$ cat config.mk
export PLATFORM = sky130hd
export DESIGN_NAME = reg_bank_writer_16x16
export DESIGN_NICKNAME = d
export VERILOG_FILES = /design/src/rtl/reg_bank_pkg.sv /design/src/rtl/clear_sequencer.sv /design/src/rtl/reg_bank_writer_16x16.sv
export SDC_FILE = /design/constraint.sdc
export NUM_CORES = 1
export LEC_CHECK = 0
export CAP_MARGIN = 20
export CORE_ASPECT_RATIO = 2
export CORE_UTILIZATION = 25
export CTS_CLUSTER_SIZE = 28
export DETAILED_ROUTE_END_ITERATION = 7
export PLACE_DENSITY_LB_ADDON = 0.12
export SLEW_MARGIN = 15
export SYNTH_ARGS = -nofsm -noshare
export SYNTH_HDL_FRONTEND = slang
export SYNTH_SLANG_ARGS = --single-unit
$ cat constraint.sdc
create_clock -name clk -period 11.5 [get_ports clk]
set_input_delay 1.725 -clock clk [delete_from_list [all_inputs] [get_ports clk]]
set_output_delay 1.725 -clock clk [all_outputs]
set_load 0.1 [all_outputs]
$ cat src/rtl/reg_bank_pkg.sv
// Shared definitions for the 16x16 register bank (write side and read mux).
//   REG_W     : bits per register
//   REG_N     : number of registers
//   SEL_W     : register index width
//   RESET_VAL : value every register takes on reset
//   state_e   : clear-sweep FSM states
package reg_bank_pkg;

  localparam int REG_W = 16;
  localparam int REG_N = 16;
  localparam int SEL_W = 4;

  localparam logic [REG_W-1:0] RESET_VAL = 16'h0000;

  typedef enum logic {
    IDLE  = 1'b0,
    CLEAR = 1'b1
  } state_e;

endpackage

$ cat src/rtl/clear_sequencer.sv
// Bulk-clear sequencer for the register bank.
// Owns the IDLE/CLEAR FSM, the sweep index counter, the latched clear value
// and the BUSY/DONE status. Each CLEAR cycle it strobes one register index.
// Ports:
//   clk, rst     : clock, asynchronous active-high reset
//   clr_req_i    : start sweep (sampled in IDLE only)
//   clr_val_i    : value to sweep into the bank, latched at sweep start
//   busy_o       : sweep in progress
//   done_o       : one-cycle pulse after the last register is written
//   wr_rdy_o     : write port may accept (FSM idle)
//   clr_stb_o    : write clr_val_o into register clr_idx_o this cycle
//   clr_idx_o    : current sweep index
//   clr_val_o    : latched sweep value
module clear_sequencer
  import reg_bank_pkg::*;
#(
  parameter int WIDTH = reg_bank_pkg::REG_W,
  parameter int SEL_W = reg_bank_pkg::SEL_W
) (
  input  logic             clk,
  input  logic             rst,
  input  logic             clr_req_i,
  input  logic [WIDTH-1:0] clr_val_i,
  output logic             busy_o,
  output logic             done_o,
  output logic             wr_rdy_o,
  output logic             clr_stb_o,
  output logic [SEL_W-1:0] clr_idx_o,
  output logic [WIDTH-1:0] clr_val_o
);

  localparam logic [SEL_W-1:0] LAST_IDX = {SEL_W{1'b1}};

  state_e           state_q, state_d;
  logic [SEL_W-1:0] idx_q, idx_d;
  logic [WIDTH-1:0] val_q, val_d;
  logic             done_q, done_d;

  always_ff @(posedge clk or posedge rst) begin
    if (rst) begin
      state_q <= IDLE;
      idx_q   <= '0;
      val_q   <= '0;
      done_q  <= 1'b0;
    end else begin
      state_q <= state_d;
      idx_q   <= idx_d;
      val_q   <= val_d;
      done_q  <= done_d;
    end
  end

  always_comb begin
    state_d = state_q;
    idx_d   = idx_q;
    val_d   = val_q;
    done_d  = 1'b0;
    unique case (state_q)
      IDLE: begin
        if (clr_req_i) begin
          state_d = CLEAR;
          idx_d   = '0;
          val_d   = clr_val_i;
        end
      end
      CLEAR: begin
        // The counter wraps naturally from LAST_IDX back to 0 on exit.
        idx_d = idx_q + 1'b1;
        if (idx_q == LAST_IDX) begin
          state_d = IDLE;
          done_d  = 1'b1;
        end
      end
      default: state_d = IDLE;
    endcase
  end

  assign busy_o    = (state_q == CLEAR);
  assign wr_rdy_o  = (state_q == IDLE);
  assign clr_stb_o = (state_q == CLEAR);
  assign clr_idx_o = idx_q;
  assign clr_val_o = val_q;
  assign done_o    = done_q;

endmodule

$ cat src/rtl/reg_bank_writer_16x16.sv
// Write side of the 16x16 register bank.
// Holds DEPTH registers of WIDTH bits, accepts byte-masked single-register
// writes through a ready/valid port and runs a bulk clear sweep on request.
// All registers are exposed flat on REGS for the read multiplexer.
// Ports:
//   clk, rst   : clock, asynchronous active-high reset
//   WR_EN      : write request (valid)
//   WR_SEL     : target register index
//   WR_DATA    : write data
//   WR_MASK    : byte enables, bit b covers bits [8b+7:8b]
//   WR_RDY     : write port ready (low while sweeping)
//   CLR_REQ    : start clear sweep
//   CLR_VAL    : value written by the sweep
//   BUSY       : sweep in progress
//   DONE       : one-cycle pulse after sweep completes
//   DIRTY      : per-register written-since-clear flags
//   REGS       : flat register bank, register n at REGS[WIDTH*n +: WIDTH]
module reg_bank_writer_16x16
  import reg_bank_pkg::*;
#(
  parameter int                     WIDTH     = reg_bank_pkg::REG_W,
  parameter int                     DEPTH     = reg_bank_pkg::REG_N,
  parameter int                     SEL_W     = reg_bank_pkg::SEL_W,
  parameter logic [WIDTH-1:0]       RESET_VAL = reg_bank_pkg::RESET_VAL
) (
  input  logic                   clk,
  input  logic                   rst,
  input  logic                   WR_EN,
  input  logic [SEL_W-1:0]       WR_SEL,
  input  logic [WIDTH-1:0]       WR_DATA,
  input  logic [WIDTH/8-1:0]     WR_MASK,
  output logic                   WR_RDY,
  input  logic                   CLR_REQ,
  input  logic [WIDTH-1:0]       CLR_VAL,
  output logic                   BUSY,
  output logic                   DONE,
  output logic [DEPTH-1:0]       DIRTY,
  output logic [WIDTH*DEPTH-1:0] REGS
);

  localparam int NBYTES = WIDTH / 8;

  logic [WIDTH-1:0] regs_q [DEPTH];
  logic [WIDTH-1:0] regs_d [DEPTH];
  logic [DEPTH-1:0] dirty_q, dirty_d;

  logic             wr_rdy;
  logic             clr_stb;
  logic [SEL_W-1:0] clr_idx;
  logic [WIDTH-1:0] clr_val;
  logic             wr_acc;

  function automatic logic [WIDTH-1:0] byte_merge(
    input logic [WIDTH-1:0]  old_v,
    input logic [WIDTH-1:0]  new_v,
    input logic [NBYTES-1:0] mask
  );
    logic [WIDTH-1:0] r;
    r = old_v;
    for (int b = 0; b < NBYTES; b++) begin
      if (mask[b]) r[8*b +: 8] = new_v[8*b +: 8];
    end
    return r;
  endfunction

  clear_sequencer #(
    .WIDTH (WIDTH),
    .SEL_W (SEL_W)
  ) u_seq (
    .clk       (clk),
    .rst       (rst),
    .clr_req_i (CLR_REQ),
    .clr_val_i (CLR_VAL),
    .busy_o    (BUSY),
    .done_o    (DONE),
    .wr_rdy_o  (wr_rdy),
    .clr_stb_o (clr_stb),
    .clr_idx_o (clr_idx),
    .clr_val_o (clr_val)
  );

  assign WR_RDY = wr_rdy;
  assign wr_acc = WR_EN && wr_rdy;

  // Writes are only accepted in IDLE and the sweep only strobes in CLEAR,
  // so the two update sources never target the bank in the same cycle.
  // A write accepted on the edge that starts a sweep still commits; the sweep
  // overwrites that register when its index comes round.
  always_comb begin
    regs_d  = regs_q;
    dirty_d = dirty_q;
    if (wr_acc) begin
      regs_d[WR_SEL]  = byte_merge(regs_q[WR_SEL], WR_DATA, WR_MASK);
      dirty_d[WR_SEL] = 1'b1;
    end
    if (clr_stb) begin
      regs_d[clr_idx]  = clr_val;
      dirty_d[clr_idx] = 1'b0;
    end
  end

  always_ff @(posedge clk or posedge rst) begin
    if (rst) begin
      for (int n = 0; n < DEPTH; n++) regs_q[n] <= RESET_VAL;
      dirty_q <= '0;
    end else begin
      for (int n = 0; n < DEPTH; n++) regs_q[n] <= regs_d[n];
      dirty_q <= dirty_d;
    end
  end

  for (genvar n = 0; n < DEPTH; n++) begin : g_flat
    assign REGS[WIDTH*n +: WIDTH] = regs_q[n];
  end

  assign DIRTY = dirty_q;

endmodule

==> out/results.txt <==
Synth Cell Area: 15,700 sq um
fmax: 191 MHz
die height: 356 microns
Core ar.: 61,800 sq um
GR Util All Layers: 24.5%
worst endpoint data arrival time: 5.73 ns
fillers: 6,263
fin crit period: 5.24 ns
largest net degree at the start of global routing: 133
routed len/inst: 31.4 microns
status: complete, no violations
most frequent cells in the layout: clkdlybuf4s50_1, dfrtp_1, nand2_1, a22oi_1, o221ai_1
die width: 179 microns
min-delay src: DIRTY[9]$_DFF_PP0_
Rows: 129
Worst-Skew Late Latency: 0.59 ns
area taken by flip-flops and latches: 7360 sq um
headroom to the max-slew limit: 20.0%
# port buffers: 316
TritonRoute pass-1 iters: 6
CTS tree: yes
CTS Buf Count: 30
Final Hold Viols: 0
Post-synth top flop: dfrtp_1
Initial DRC Count: 1,369
commonest non-fill, non-tap cell in the layout: clkdlybuf4s50_1
final setup TNS: 0 ns
antenna fix cells: 0
io pins: 317
GPL Wtd Cong: 0.910
WS Path Type: in2reg
first-pass GRT wire length: 110,000 microns
RSZ-0062 raised after global routing: no
total grt overflow: 0
number of global-route vias before repair: 14.2k
CTS Hold Bufs: 0
Async SR Flop Fraction: 100%
synth warn: 0
clock-pin slew on the worst setup and hold paths: 0.07 ns
r2r setup slk: 7.65 ns
max_cap viols: 0
synthesized flop and latch total: 294
Syn Area/Cell: 10.5 sq um
clk sinks: 294
P&R area growth vs syn: 29.9%
initial antenna violation count: 0
RR Startpoint: u_seq.busy_o$_DFF_PP0_
Initial Utilization: 25.3%
H-tree levels: 1
final setup fails: 0
CP startpoint: WR_SEL[1]
Crit. End Element: flop
Worst-Margin Slew: 1.20 ns
Final nets: 1,748
dpl hpwl: 57,600 microns
Bufs on Longest Clock Path: 3
required time worst endpoint: 11.98 ns
Clock Skews: 0.0158 ns
post-cts sizing count: 0
Post CTS Setup Buffer Count: 0
period utilisation layout: 45.6%
crit-path max FO: 39
syn nets: 1,543
multi-input logic area: 7320 sq um
via count of the routed design: 14.2k
vias per cell: 5.65
hold crit path type: reg2reg
crit start category: primary input
DR DRC count: 0
Final ANT Viol Nets: 0
number of synthesized flops with an enable pin: 0
die area: 63,700 sq um
CTS root buffer: clkbuf_16
Routed WL: 78,900 microns
synth unique cells: 56
share of layout cells above drive strength 1: 13.7%
Cells after Synth: 1,497
Final Max Slew Viols: 0
Seq/Total Area, Yosys: 47.0%
==> through the flow <==
stage                     std cells  cell area [sq um]  hold slack (ns)  setup WS (ns)  utilization (%)
after detailed placement       2454              19300            0.515           5.78             31.2
after CTS                      2510              20300            0.526           6.37             32.9
after global routing           2512              20300            0.553           6.12             32.9
after floorplan                1497              15700            0.520           1.66                -
after global placement         2449              19200            0.509           5.85             31.1
final                          2512              20300            0.518           6.26             32.9
==> kinds of logic after synthesis <==
family / count (synthesis) / synth area share (%)
adder cells (fa/ha/maj): 4 / 0.320
multiplexers: 121 / 11.2
AO/OA/AOI/OAI: 507 / 24.8
buffers and inverters: 226 / 6.74
AND/OR/NAND/NOR: 345 / 9.95
flip-flops: 294 / 47.0
==> critical path, cell delays in order <==
cell     delay (ns)
buf_4          0.20
buf_4          0.57
buf_4          0.54
and2_1         0.89
nand2_1        0.90
a211o_2        0.56
a31oi_1        0.21
==> synth_stat cells, types with 9 or more instances <==
master	n	share of area, %
mux4_2	30	4.3
o221ai_1	98	5.5
o21ai_1	20	0.64
mux2_2	50	3.6
dfrtp_1	294	47
o221ai_2	21	2.0
a21oi_1	85	2.7
o31ai_1	66	3.2
nand2_1	232	5.6
mux2_1	21	1.5
nor2_1	48	1.2
nor2b_1	19	0.76
inv_1	44	1.1
buf_2	24	0.77
o22ai_1	22	0.88
buf_4	11	0.53
buf_1	29	0.70
a222oi_1	16	1.0
buf_6	12	0.86
a22oi_1	106	5.1
clkbuf_1	97	2.3
mux2_4	9	0.86
mux2i_1	9	0.58
o21ai_0	21	0.67
o211a_1	9	0.58
==> cell type report <==
| type | count | share of cell area (%) |
|---|---|---|
| Timing Repair Buffer | 350 | 17.0 |
| Inverter | 49 | 0.941 |
| Clock inverter | 10 | 0.492 |
| Tap cell | 786 | 4.84 |
| Clock buffer | 46 | 4.58 |
| Multi-Input combinational cell | 977 | 36.0 |
| Sequential cell | 294 | 36.2 |
==> worst paths after layout <==
| kind | endpoint | cells after the start |
|---|---|---|
| worst max-delay path | REGS[250]$_DFF_PP0_ | 7 |
| worst min-delay path | DIRTY[9]$_DFF_PP0_ | 2 |
| worst max register to register | REGS[196]$_DFF_PP0_ | 5 |
| worst min register to register | DIRTY[9]$_DFF_PP0_ | 2 |
| max in group asynchronous | REGS[8]$_DFF_PP0_ | 3 |
| min in group asynchronous | REGS[197]$_DFF_PP0_ | 2 |
==> per-layer routing <==
metal	global-route usage [%]	vias to the layer above	share of wire [%]
li1	-	6049	-
met1	27.9	7299	36
met2	45.7	713	54
met3	2.48	138	5.7
met4	9.81	0	4.4
met5	0	-	0
==> flip-flops by register name, summed over array words and instances, names as in the netlist <==
signal and count:
u_seq.busy_o 1, u_seq.clr_val_o 16, u_seq.done_o 1, REGS 256, u_seq.clr_idx_o 4, DIRTY 16
Power is not shown: default switching activity piles up to over one toggle a cycle in this logic, so the estimate is an artifact.
